### src/rtl/prog_counter_pkg.sv
// Shared types for the programmable counter: terminal-count modes and one-shot FSM states.
// Pure type definitions; no logic, no latency, no flow control.
package counter_pkg;

    typedef enum logic [1:0] {
        CM_WRAP    = 2'b00,
        CM_SAT     = 2'b01,
        CM_ONESHOT = 2'b10,
        CM_RSVD    = 2'b11
    } cnt_mode_e;

    typedef enum logic {
        CS_RUN  = 1'b0,
        CS_DONE = 1'b1
    } cnt_state_e;

endpackage

### src/rtl/prog_counter_if.sv
// Control/status bundle of the programmable counter; the controller owns the master side.
// Plain wires, no latency; the counter never backpressures, so there is no handshake.
interface prog_counter_if
    import counter_pkg::*;
#(
    parameter int WIDTH = 8
);
    logic             clear;
    logic             load;
    logic [WIDTH-1:0] data;
    logic             enable;
    logic             up_dn;
    logic [WIDTH-1:0] limit;
    cnt_mode_e        mode;
    logic             ovf_clr;
    logic [WIDTH-1:0] count;
    logic             tc;
    logic             ovf;
    logic             done;

    modport master (
        output clear, load, data, enable, up_dn, limit, mode, ovf_clr,
        input  count, tc, ovf, done
    );

    modport slave (
        input  clear, load, data, enable, up_dn, limit, mode, ovf_clr,
        output count, tc, ovf, done
    );
endinterface

### src/rtl/prog_counter.sv
// Up/down modulo counter with wrap/saturate/one-shot terminal modes, tc pulse and sticky ovf.
// Count, tc, ovf and done update 1 cycle after the enabling edge; never stalls its controller.
module prog_counter
    import counter_pkg::*;
#(
    parameter int               WIDTH   = 8,
    parameter logic [WIDTH-1:0] RST_VAL = '0
) (
    input  logic           clk,
    input  logic           rst_,
    prog_counter_if.slave  bus
);

    logic [WIDTH-1:0] r_cnt;
    logic             r_tc;
    logic             r_ovf;
    logic             r_sat;
    cnt_state_e       r_state;

    logic [WIDTH-1:0] w_cnt_nxt;
    logic             w_tc_nxt;
    logic             w_ovf_nxt;
    logic             w_sat_nxt;
    cnt_state_e       w_state_nxt;
    logic             w_term;

    // Up uses >= so a load beyond limit still terminates on the next step.
    assign w_term = bus.up_dn ? (r_cnt >= bus.limit) : (r_cnt == '0);

    always_comb begin
        w_cnt_nxt   = r_cnt;
        w_tc_nxt    = 1'b0;
        w_ovf_nxt   = r_ovf & ~bus.ovf_clr;
        w_sat_nxt   = 1'b0;
        w_state_nxt = (bus.mode == CM_ONESHOT) ? r_state : CS_RUN;

        if (bus.clear) begin
            w_cnt_nxt   = RST_VAL;
            w_ovf_nxt   = 1'b0;
            w_state_nxt = CS_RUN;
        end else if (bus.load) begin
            w_cnt_nxt   = bus.data;
            w_state_nxt = CS_RUN;
        end else if (bus.enable) begin
            if (bus.mode == CM_ONESHOT && r_state == CS_DONE) begin
                w_cnt_nxt = r_cnt;
            end else if (!w_term) begin
                w_cnt_nxt = bus.up_dn ? r_cnt + WIDTH'(1) : r_cnt - WIDTH'(1);
            end else begin
                case (bus.mode)
                    CM_SAT: begin
                        w_sat_nxt = 1'b1;
                        w_tc_nxt  = ~r_sat;
                        w_ovf_nxt = 1'b1;
                    end
                    CM_ONESHOT: begin
                        w_state_nxt = CS_DONE;
                        w_tc_nxt    = 1'b1;
                    end
                    default: begin
                        w_cnt_nxt = bus.up_dn ? '0 : bus.limit;
                        w_tc_nxt  = 1'b1;
                        w_ovf_nxt = 1'b1;
                    end
                endcase
            end
        end
    end

    always_ff @(posedge clk or negedge rst_) begin
        if (!rst_) begin
            r_cnt   <= RST_VAL;
            r_tc    <= 1'b0;
            r_ovf   <= 1'b0;
            r_sat   <= 1'b0;
            r_state <= CS_RUN;
        end else begin
            r_cnt   <= w_cnt_nxt;
            r_tc    <= w_tc_nxt;
            r_ovf   <= w_ovf_nxt;
            r_sat   <= w_sat_nxt;
            r_state <= w_state_nxt;
        end
    end

    assign bus.count = r_cnt;
    assign bus.tc    = r_tc;
    assign bus.ovf   = r_ovf;
    assign bus.done  = (r_state == CS_DONE);

endmodule

### src/flat_wrapper.sv
// flat-port wrapper written by rule: the top's interface ports become plain ports
module prog_counter_flat import counter_pkg::*;
#(
    parameter int               WIDTH   = 8,
    parameter logic [WIDTH-1:0] RST_VAL = '0
)
  (clk, rst_, bus_clear, bus_load, bus_data, bus_enable, bus_up_dn, bus_limit, bus_mode, bus_ovf_clr, bus_count, bus_tc, bus_ovf, bus_done);
  prog_counter_if #(.WIDTH(WIDTH)) bus_i ();
  input  logic clk;
  input  logic rst_;
  input wire logic [$bits(bus_i.clear)-1:0] bus_clear;
  input wire logic [$bits(bus_i.load)-1:0] bus_load;
  input wire logic [$bits(bus_i.data)-1:0] bus_data;
  input wire logic [$bits(bus_i.enable)-1:0] bus_enable;
  input wire logic [$bits(bus_i.up_dn)-1:0] bus_up_dn;
  input wire logic [$bits(bus_i.limit)-1:0] bus_limit;
  input wire logic [$bits(bus_i.mode)-1:0] bus_mode;
  input wire logic [$bits(bus_i.ovf_clr)-1:0] bus_ovf_clr;
  output wire logic [$bits(bus_i.count)-1:0] bus_count;
  output wire logic [$bits(bus_i.tc)-1:0] bus_tc;
  output wire logic [$bits(bus_i.ovf)-1:0] bus_ovf;
  output wire logic [$bits(bus_i.done)-1:0] bus_done;
  assign bus_i.clear = bus_clear;
  assign bus_i.load = bus_load;
  assign bus_i.data = bus_data;
  assign bus_i.enable = bus_enable;
  assign bus_i.up_dn = bus_up_dn;
  assign bus_i.limit = bus_limit;
  assign bus_i.mode = bus_mode;
  assign bus_i.ovf_clr = bus_ovf_clr;
  assign bus_count = bus_i.count;
  assign bus_tc = bus_i.tc;
  assign bus_ovf = bus_i.ovf;
  assign bus_done = bus_i.done;
  prog_counter #(.WIDTH(WIDTH), .RST_VAL(RST_VAL)) u_core (.clk(clk), .rst_(rst_), .bus(bus_i));
endmodule
### config.mk
export PLATFORM = sky130hd
export DESIGN_NAME = prog_counter_flat
export DESIGN_NICKNAME = d
export VERILOG_FILES = /design/src/rtl/prog_counter_pkg.sv /design/src/rtl/prog_counter_if.sv /design/src/rtl/prog_counter.sv /design/src/flat_wrapper.sv
export SDC_FILE = /design/constraint.sdc
export NUM_CORES = 1
export LEC_CHECK = 0
export BUFFER_PORTS_ARGS = -buffer_cell sky130_fd_sc_hd__clkbuf_2
export CORE_ASPECT_RATIO = 1.5
export CORE_MARGIN = 3
export CORE_UTILIZATION = 49
export CTS_BUF_LIST = sky130_fd_sc_hd__clkbuf_4 sky130_fd_sc_hd__clkbuf_8
export CTS_CLUSTER_DIAMETER = 200
export DETAILED_ROUTE_END_ITERATION = 6
export HOLD_SLACK_MARGIN = 0.02
export PLACE_DENSITY = 0.82
export SETUP_SLACK_MARGIN = 0.05
export SYNTH_ARGS = -nofsm -noshare
export SYNTH_HDL_FRONTEND = slang
export SYNTH_SLANG_ARGS = --single-unit
export TNS_END_PERCENT = 1
### constraint.sdc
create_clock -name clk -period 2 [get_ports clk]
set_input_delay 0.4 -clock clk [delete_from_list [all_inputs] [get_ports clk]]
set_output_delay 0.4 -clock clk [all_outputs]
set_load 0.05 [all_outputs]
==> key figures, run 1 <==
Route
  • Final WL: 3720 um
  • DRC: 0
  • Drt pass-1 iters: 4
  • Vias/cell: 5.80
  • DR WL/cell: 15.1 um
  • Post-route ant nets: 0
  • Starting DRT DRC Count: 31
  • Via count: 1427

Worst setup path
  • Crit. End Element: flip-flop
  • Arr. time, crit path: 2360 ps
  • Worst path depth: 10
  • R2r endpoint: u_core.bus.count[0]$_DFFE_PN0P_
  • CP peak stage delay: 400 ps
  • CP Launch Type: flip-flop
  • Worst reg2reg path depth: 10
  • CP Cell Sequence: inv_4 -> ha_4 -> nand2b_4 -> nand3_2 -> a211o_1 -> a211oi_2 -> o21ai_2 -> buf_4 -> nor2b_4 -> a22o_1
  • FF-to-FF Start: u_core.bus.count[0]$_DFFE_PN0P_
  • Setup CP Type: reg2reg
  • CP Buf/Inv Count: 2
  • CP delay by family, top: compound AO/OA/AOI/OAI gates
  • R2R Setup Slk: -190 ps
  • Worst path slowest cell: dfrtp_2
  • Required time of the worst setup path: 2170 ps
  • CP Max Fanout: 4

Min path
  • Min-delay src: bus_ovf_clr
  • Hold endpoint: u_core.bus.ovf$_DFF_PN0_
  • Worst Hold Depth: 2
  • HP Class: in2reg

Pwr
  • Sw frac: 0.428
  • P_int: 0.000700 W
  • Clock share of power: 0.163
  • Sequential group share of total power: 0.243
  • Sw Pwr: 0.000523 W
  • Pwr Total: 0.00122 W
  • Combinational share of power: 0.595
  • Leakage: 0.936 nW
  • Worst vdd ir: 564 uV
  • Pwr/cell area: 667 mW/mm^2

Placed design
  • Placed Cells incl. Taps: 238
  • PortBufs: 35
  • Pre-CTS WS: -342 ps
  • GPL Wtd Cong: 0.870
  • Final HPWL DP: 2980 um

Floorplan
  • Core box area: 0.00248 mm^2
  • Die area: 0.00327 mm^2
  • # IOs: 36
  • Row count: 22
  • Die width: 47.7 um
  • Initial core utilization: 0.517
  • Chip height: 68.6 um

Timing
  • Setup Viol. Count Final: 12
  • Slew Limit Fails: 0
  • Final min period: 2190 ps
  • Fin. Hold Viols: 0
  • RSZ-0062 raised after global routing: yes
  • Worst slew pin tran: 410 ps
  • Final worst path period share: 1.10
  • Final worst slack: -194 ps
  • Clock skew: 1.83 ps
  • Max Fclk: 456 MHz
  • Slew headroom: 0.723
  • Setup_tns: -1840 ps

Synth
  • #FFs+latches synth: 12
  • Post-synth EDFFs: 0
  • Sequential-to-total area share from yosys stat: 0.235
  • Synth Flop Type: dfrtp_1
  • Synth area leaders: dfrtp_1 (23%), ha_1 (16%), a21oi_1 (8.2%), inv_1 (5.9%), nor2_1 (4.1%)
  • Synthesized net count: 201
  • Post-synth top area cell: dfrtp_1
  • Asr flop ratio synth: 1.00
  • Synth unique cells: 41
  • Post-Syn Area: 0.00128 mm^2
  • Yosys warns: 0
  • Syn Inst Count: 159
  • Avg Cell Area, Syn: 8.05 um^2
  • Yosys top cell area share: 0.235

Global route
  • Global Route Usage Sum: 0.247
  • Vias in the first global route: 1421
  • Overflow after GRT: 0
  • Largest net degree at the start of global routing: 18
  • First-pass GRT wire length: 5840 um
  • Initial antenna violation count: 0

Cells and area
  • Layout area overhead: 43.3%
  • Nets: 265
  • Antenna diode count: 0
  • Share of layout cells above drive strength 1: 0.419
  • Register area: 309 um^2
  • Area taken by multi-input logic gates: 982 um^2
  • FILL cells: 184
  • Finished Layout Cells: 246

Clock tree
  • CTS H-tree lvls: 1
  • Clock slew seen by the registers of the worst setup and hold paths: 80 ps
  • Max Buffers Root-to-Sink: 2
  • Clk Latency, worst-skew pair: 280 ps
  • CTS tree: yes
  • Clock sink count: 12
  • CTS root buf: clkbuf_4
  • CTS Buf Count: 3

Outcome
  • Failing checks: negative setup slack
  • Outcome: complete, but fails checks

Flow run
  • Max-Cap Viols: 0
-- Yosys cell counts, types with 2 or more instances --
cell,instances
o21ai_0,9
a22o_1,4
nor2_1,14
a21oi_1,21
xor2_1,2
nor2b_1,3
nand2b_1,2
inv_1,20
nor3_1,2
clkbuf_1,3
xnor2_1,3
nand2_1,12
o211ai_1,2
o31ai_1,2
ha_1,16
mux2i_1,2
nand3_1,6
a2bb2oi_1,2
dfrtp_1,12
-- power by group through the flow --
stage / Combinational, W / Sequential (W) / Clock (W)
6_report: 0.000727 / 0.000297 / 0.000199
5_1_grt: 0.000786 / 0.000301 / 0.000213
4_1_cts: 0.000702 / 0.000296 / 0.000203
3_5_place_dp: 0.000658 / 0.000298 / 0
3_3_place_gp: 0.000633 / 0.000297 / 0
2_1_floorplan: 0.000327 / 0.000405 / 0
-- registers in the layout, indices dropped and copies added, names as in the netlist --
name,cells
u_core.bus.count,8
u_core.bus.done,1
u_core.bus.ovf,1
u_core.bus.tc,1
u_core.r_sat,1
-- per-stage QoR --
step | cell area, um^2 | util | hold WS (ps)
finish | 1830 | 0.740 | 307
detailed placement | 1680 | 0.677 | 303
global route | 1830 | 0.740 | 327
CTS | 1800 | 0.728 | 311
global placement | 1680 | 0.677 | 302
floorplan | 1310 | - | 104
-- worst max path at each step --
stage	from	to	slack, ps
3_3_place_gp	bus_limit[6]	u_core.bus.count[0]$_DFFE_PN0P_	-240
6_report	u_core.bus.count[0]$_DFFE_PN0P_	u_core.bus.count[0]$_DFFE_PN0P_	-190
3_5_place_dp	bus_limit[6]	u_core.bus.count[0]$_DFFE_PN0P_	-340
5_1_grt	u_core.bus.count[0]$_DFFE_PN0P_	u_core.bus.count[0]$_DFFE_PN0P_	-270
2_1_floorplan	u_core.bus.count[0]$_DFFE_PN0P_	u_core.bus.count[6]$_DFFE_PN0P_	-210
4_1_cts	u_core.bus.count[6]$_DFFE_PN0P_	u_core.bus.count[7]$_DFFE_PN0P_	-140
-- cells by family (layout without fill, tap and decap cells) --
logic type	after synthesis	count (layout)	synth area share
buffers and inverters	25	88	0.0792
xor gates and xnor gates	5	5	0.0342
adders and majority gates	17	17	0.172
muxes	2	2	0.0156
and+or+nand+nor	47	47	0.193
DFF	12	12	0.235
AOI/OAI and AO/OA	51	51	0.272
-- layout make-up --
cell class / instances / share of cell area
multi-input cells: 122 / 0.535
repair buffers: 63 / 0.216
flip-flops and latches: 12 / 0.168
inverters: 21 / 0.0443
clock buffers: 4 / 0.0198
well taps: 24 / 0.0164
-- routing by layer --
metal	track usage	wire length, um	vias up	part of all wire
met2	0.459	2020	50	0.54
met4	0.125	122	0	0.033
li1	-	-	698	-
met3	0.0312	158	14	0.043
met5	0	0	-	0
met1	0.254	1410	665	0.38
-- placed cells by master (no fill, tap or decap), types with 2 or more instances in the layout --
master     instances
inv_1             19
nor2b_1            2
buf_4             25
ha_4               5
a2bb2oi_1          2
o31ai_1            2
a21oi_1           20
clkbuf_4           3
nand2_1           12
ha_1              11
o21ai_0            9
a22o_1             4
dfrtp_1            5
clkbuf_2          35
nor2_1            13
mux2i_1            2
xor2_1             2
buf_6              2
dfrtp_2            7
o211ai_1           2
nor3_1             2
xnor2_1            3
nand3_1            4
-- what timing repair did --
action / in CTS / in global routing
hold buffers: 1 / 0
resized for setup: 10 / 5
pin swaps: 13 / 5
endpoints found under the hold margin: 12 / 0
cloned: 0 / 0
setup endpoints to repair: 12 / 12
setup buffers: 3 / 0
No activity file was read; power rests on OpenSTA's default activity.
==> inputs of run 2 (changes only) <==
- MAX_ROUTING_LAYER: not set -> met4
==> key figures, run 2 (synthesized netlist as in run 1, its figures left out) <==
Outcome
  • Outcome: complete, but fails checks
  • Failing checks: negative setup slack

Timing
  • Final worst path period share: 1.09
  • Clock skew: 2.18 ps
  • Setup Viol. Count Final: 12
  • Setup_tns: -1810 ps
  • Final min period: 2190 ps
  • Max Fclk: 457 MHz
  • Slew headroom: 0.723
  • Fin. Hold Viols: 0
  • Slew Limit Fails: 0
  • Worst slew pin tran: 410 ps
  • Final worst slack: -189 ps
  • RSZ-0062 raised after global routing: yes

Placed design
  • Area after DPL: 0.00168 mm^2
  • Final HPWL DP: 2980 um
  • Placed Cells incl. Taps: 238
  • PortBufs: 35
  • GPL Wtd Cong: 0.885

Pwr
  • Leakage: 0.936 nW
  • Worst vdd ir: 562 uV
  • Pwr Total: 0.00122 W
  • Pwr/cell area: 667 mW/mm^2

Route
  • Starting DRT DRC Count: 21
  • Post-route ant nets: 0
  • DR WL/cell: 15.0 um
  • Final WL: 3700 um
  • Vias/cell: 5.83
  • DRC: 0
  • Via count: 1434
  • Drt pass-1 iters: 5

Worst setup path
  • Arr. time, crit path: 2360 ps
  • Setup CP Type: reg2reg
  • CP Max Fanout: 4
  • Worst reg2reg path depth: 10
  • CP Launch Type: flip-flop
  • Crit. End Element: flip-flop
  • Required time of the worst setup path: 2170 ps

Clock tree
  • CTS tree: yes
  • Max Buffers Root-to-Sink: 2
  • Clock slew seen by the registers of the worst setup and hold paths: 80 ps
  • Clk Latency, worst-skew pair: 280 ps
  • CTS Buf Count: 3
  • Clock sink count: 12
  • CTS H-tree lvls: 1
  • CTS root buf: clkbuf_4

Cells and area
  • Most frequent cells in the layout: clkbuf_2 (35), buf_4 (25), a21oi_1 (20), inv_1 (19), nor2_1 (13)
  • Nets: 265
  • Share of layout cells above drive strength 1: 0.419
  • Max FFs per register: 8
  • Commonest non-fill, non-tap cell in the layout: clkbuf_2
  • Design area: 0.00183 mm^2
  • Antenna diode count: 0
  • Finished Layout Cells: 246
  • Layout area overhead: 43.3%

Floorplan
  • Die width: 47.7 um
  • Initial core utilization: 0.517
  • Core box area: 0.00248 mm^2
  • # IOs: 36
  • Chip height: 68.6 um
  • Row count: 22
  • Die area: 0.00327 mm^2

Global route
  • Initial antenna violation count: 0
  • Overflow after GRT: 0
  • First-pass GRT wire length: 5850 um
  • Global Route Usage Sum: 0.254
  • Largest net degree at the start of global routing: 18
  • Met2 Use GR: 0.455
  • Layer with the highest usage: met2
  • GRT met3 Usage: 0.0286
  • Vias in the first global route: 1419
  • Met1 usage: 0.259

Flow run
  • Max-Cap Viols: 0

Min path
  • Worst Hold Depth: 2
  • HP Class: in2reg
==> run 2: power breakdown <==
group / switching (W) / leakage (nW) / internal [W]
Clock: 0.0000875 / 0.0210 / 0.000111
Combinational: 0.000410 / 0.766 / 0.000318
Sequential: 0.0000255 / 0.149 / 0.000271
Total: 0.000523 / 0.936 / 0.000700
==> run 2: cell type report <==
class	count	area, um^2
clock buffer	4	36.3
sequential	12	309
inverter	21	81.3
tap	24	30.0
timing repair buffer	63	395
multi-input combinational	122	982
fill	184	643
==> run 2: final timing paths <==
| kind | from | slack [ps] | endpoint |
|---|---|---|---|
| min | bus_ovf_clr | 310 | u_core.bus.ovf$_DFF_PN0_ |
| max in group asynchronous | rst_ | 1200 | u_core.bus.count[4]$_DFFE_PN0P_ |
| max | u_core.bus.count[0]$_DFFE_PN0P_ | -190 | u_core.bus.count[0]$_DFFE_PN0P_ |
| min reg2reg | u_core.r_sat$_DFF_PN0_ | 430 | u_core.bus.tc$_DFF_PN0_ |
| min in group asynchronous | rst_ | 540 | u_core.bus.ovf$_DFF_PN0_ |
| max reg2reg | u_core.bus.count[0]$_DFFE_PN0P_ | -190 | u_core.bus.count[0]$_DFFE_PN0P_ |
==> run 2: critical path: stages, from the launching register on <==
cell and delay [ps]:
dfrtp_2 400, inv_4 50, ha_4 250, nand2b_4 110
nand3_2 90, a211o_1 370, a211oi_2 260, o21ai_2 90
buf_4 150, nor2b_4 120, a22o_1 190
==> run 2: metal layers <==
| metal | share of wire | vias up |
|---|---|---|
| met4 | 0.035 | 0 |
| li1 | - | 697 |
| met2 | 0.54 | 56 |
| met3 | 0.045 | 16 |
| met5 | 0 | - |
| met1 | 0.38 | 665 |
==> run 2: repair_timing <==
action                                  4_1_cts  5_1_grt
endpoints found under the hold margin        12        0
buffers inserted                              3        0
resized for setup                            10        5
hold buffers                                  1        0
pin swaps                                    13        5
endpoints found under the setup margin       12       12
==> run 2: per-stage QoR <==
step,util,setup WS (ps),hold WS [ps]
final,0.740,-189,308
after global placement,0.677,-242,302
after floorplan,-,-215,104
after detailed placement,0.677,-342,303
after global routing,0.740,-267,327
after CTS,0.728,-138,311
==> inputs of run 3 (changes only) <==
- PLACE_DENSITY: 0.82 -> 0.84
==> key figures, run 3 (synthesized netlist as in run 1, its figures left out) <==
Clock tree
  • Max Buffers Root-to-Sink: 2
  • Clock slew seen by the registers of the worst setup and hold paths: 80 ps
  • Clock sink count: 12
  • CTS root buf: clkbuf_4
  • CTS tree: yes
  • CTS H-tree lvls: 1
  • CTS Buf Count: 3
  • Clk Latency, worst-skew pair: 280 ps

Cells and area
  • Nets: 265
  • Most frequent cells in the layout: clkbuf_2 (35), buf_4 (25), a21oi_1 (21), inv_1 (19), nor2_1 (13)
  • FILL cells: 183
  • Share of layout cells above drive strength 1: 0.410
  • Antenna diode count: 0
  • Commonest non-fill, non-tap cell in the layout: clkbuf_2
  • Max FFs per register: 8
  • Layout area overhead: 41.5%
  • Final core area utilization: 0.731

Route
  • Starting DRT DRC Count: 41
  • Vias/cell: 5.76
  • Final WL: 3750 um
  • Drt pass-1 iters: 5
  • Via count: 1418
  • Post-route ant nets: 0
  • DR WL/cell: 15.2 um
  • DRC: 0

Worst setup path
  • CP Max Fanout: 4
  • Required time of the worst setup path: 2170 ps
  • CP delay by family, top: compound AO/OA/AOI/OAI gates
  • CP Cell Sequence: ha_4 -> nand3_2 -> buf_6 -> a211o_1 -> a211oi_2 -> o21ai_2 -> buf_4 -> nor2b_4 -> a22o_1
  • CP Buf/Inv Count: 2
  • CP Launch Type: flip-flop
  • Crit. End Element: flip-flop
  • Worst path slowest cell: dfrtp_2
  • Setup CP Type: reg2reg
  • CP peak stage delay: 430 ps
  • R2R Setup Slk: -150 ps
  • Arr. time, crit path: 2320 ps

Timing
  • Slew Limit Fails: 0
  • Worst slew pin tran: 393 ps
  • Max Fclk: 466 MHz
  • Clock skew: 2.49 ps
  • Final worst path period share: 1.07
  • Slew headroom: 0.738
  • Setup_tns: -1460 ps
  • Final min period: 2150 ps
  • Final worst slack: -147 ps
  • RSZ-0062 raised after global routing: yes
  • Setup Viol. Count Final: 12
  • Fin. Hold Viols: 0

Min path
  • HP Class: in2reg

Floorplan
  • Die width: 47.7 um
  • # IOs: 36
  • Row count: 22
  • Chip height: 68.6 um
  • Core box area: 0.00248 mm^2
  • Initial core utilization: 0.517
  • Die area: 0.00327 mm^2

Pwr
  • P_int: 0.000693 W
  • Leakage: 0.930 nW
  • Sequential group share of total power: 0.244
  • Sw frac: 0.429
  • Pwr/cell area: 670 mW/mm^2
  • Combinational share of power: 0.593
  • Sw Pwr: 0.000521 W
  • Clock share of power: 0.163
  • Worst vdd ir: 534 uV

Flow run
  • Max-Cap Viols: 0

Global route
  • Global Route Usage Sum: 0.261
  • Overflow after GRT: 0
  • First-pass GRT wire length: 6020 um
  • Largest net degree at the start of global routing: 19
  • Vias in the first global route: 1376
  • Initial antenna violation count: 0

Placed design
  • PortBufs: 35
  • GPL Wtd Cong: 0.882
  • Final HPWL DP: 2990 um

Outcome
  • Outcome: complete, but fails checks
  • Failing checks: negative setup slack
## run 3: area by class of cell
| class | count | area (um^2) | area share |
|---|---|---|---|
| well taps | 24 | 30.0 | 0.0166 |
| clock buffers | 4 | 36.3 | 0.0200 |
| repair buffers | 63 | 395 | 0.218 |
| inverters | 21 | 78.8 | 0.0435 |
| flip-flops and latches | 12 | 309 | 0.171 |
| multi-input cells | 122 | 962 | 0.531 |
## run 3: worst paths after layout
path,from,endpoint,cells past startpoint
max,u_core.bus.count[6]$_DFFE_PN0P_,u_core.bus.count[1]$_DFFE_PN0P_,9
min,bus_ovf_clr,u_core.bus.ovf$_DFF_PN0_,2
max reg2reg,u_core.bus.count[6]$_DFFE_PN0P_,u_core.bus.count[1]$_DFFE_PN0P_,9
min reg2reg,u_core.r_sat$_DFF_PN0_,u_core.bus.tc$_DFF_PN0_,1
max in group asynchronous,rst_,u_core.bus.count[5]$_DFFE_PN0P_,2
min in group asynchronous,rst_,u_core.bus.ovf$_DFF_PN0_,2
## run 3: power groups by stage
stage | Combinational, W | Sequential (W) | Clock, W
after CTS | 0.000704 | 0.000296 | 0.000197
after detailed placement | 0.000663 | 0.000298 | 0
after global routing | 0.000775 | 0.000300 | 0.000212
final | 0.000720 | 0.000296 | 0.000197
after floorplan | 0.000327 | 0.000405 | 0
after global placement | 0.000635 | 0.000296 | 0
## run 3: routing by layer
metal,share of wire,up-vias,GRT usage
met2,0.55,48,0.434
met4,0.017,0,0.108
met3,0.032,7,0.0286
li1,-,695,-
met5,0,-,-
met1,0.40,668,0.312
## run 3: through the flow
| step | hold WS (ps) | power [W] | cells | instance area (um^2) | setup slack, ps |
|---|---|---|---|---|---|
| finish | 313 | 0.00121 | 246 | 1810 | -147 |
| detailed placement | 307 | 0.000961 | 238 | 1680 | -338 |
| global route | 335 | 0.00129 | 246 | 1810 | -271 |
| floorplan | 104 | 0.000732 | 159 | 1310 | -215 |
| CTS | 319 | 0.00120 | 246 | 1800 | -115 |
| global placement | 302 | 0.000931 | 238 | 1680 | -245 |
## run 3: repair_timing
action,CTS,global route
pin swaps,9,0
setup buffers,3,0
hold endpoints to repair,12,0
hold buffers,1,0
resized for setup,10,2
endpoints found under the setup margin,12,12
## run 3: worst register-to-register path, cell delays in order, from the launching register on
cell	delay, ps
dfrtp_2	430
ha_4	280
nand3_2	100
buf_6	120
a211o_1	310
a211oi_2	250
o21ai_2	100
buf_4	150
nor2b_4	120
a22o_1	180
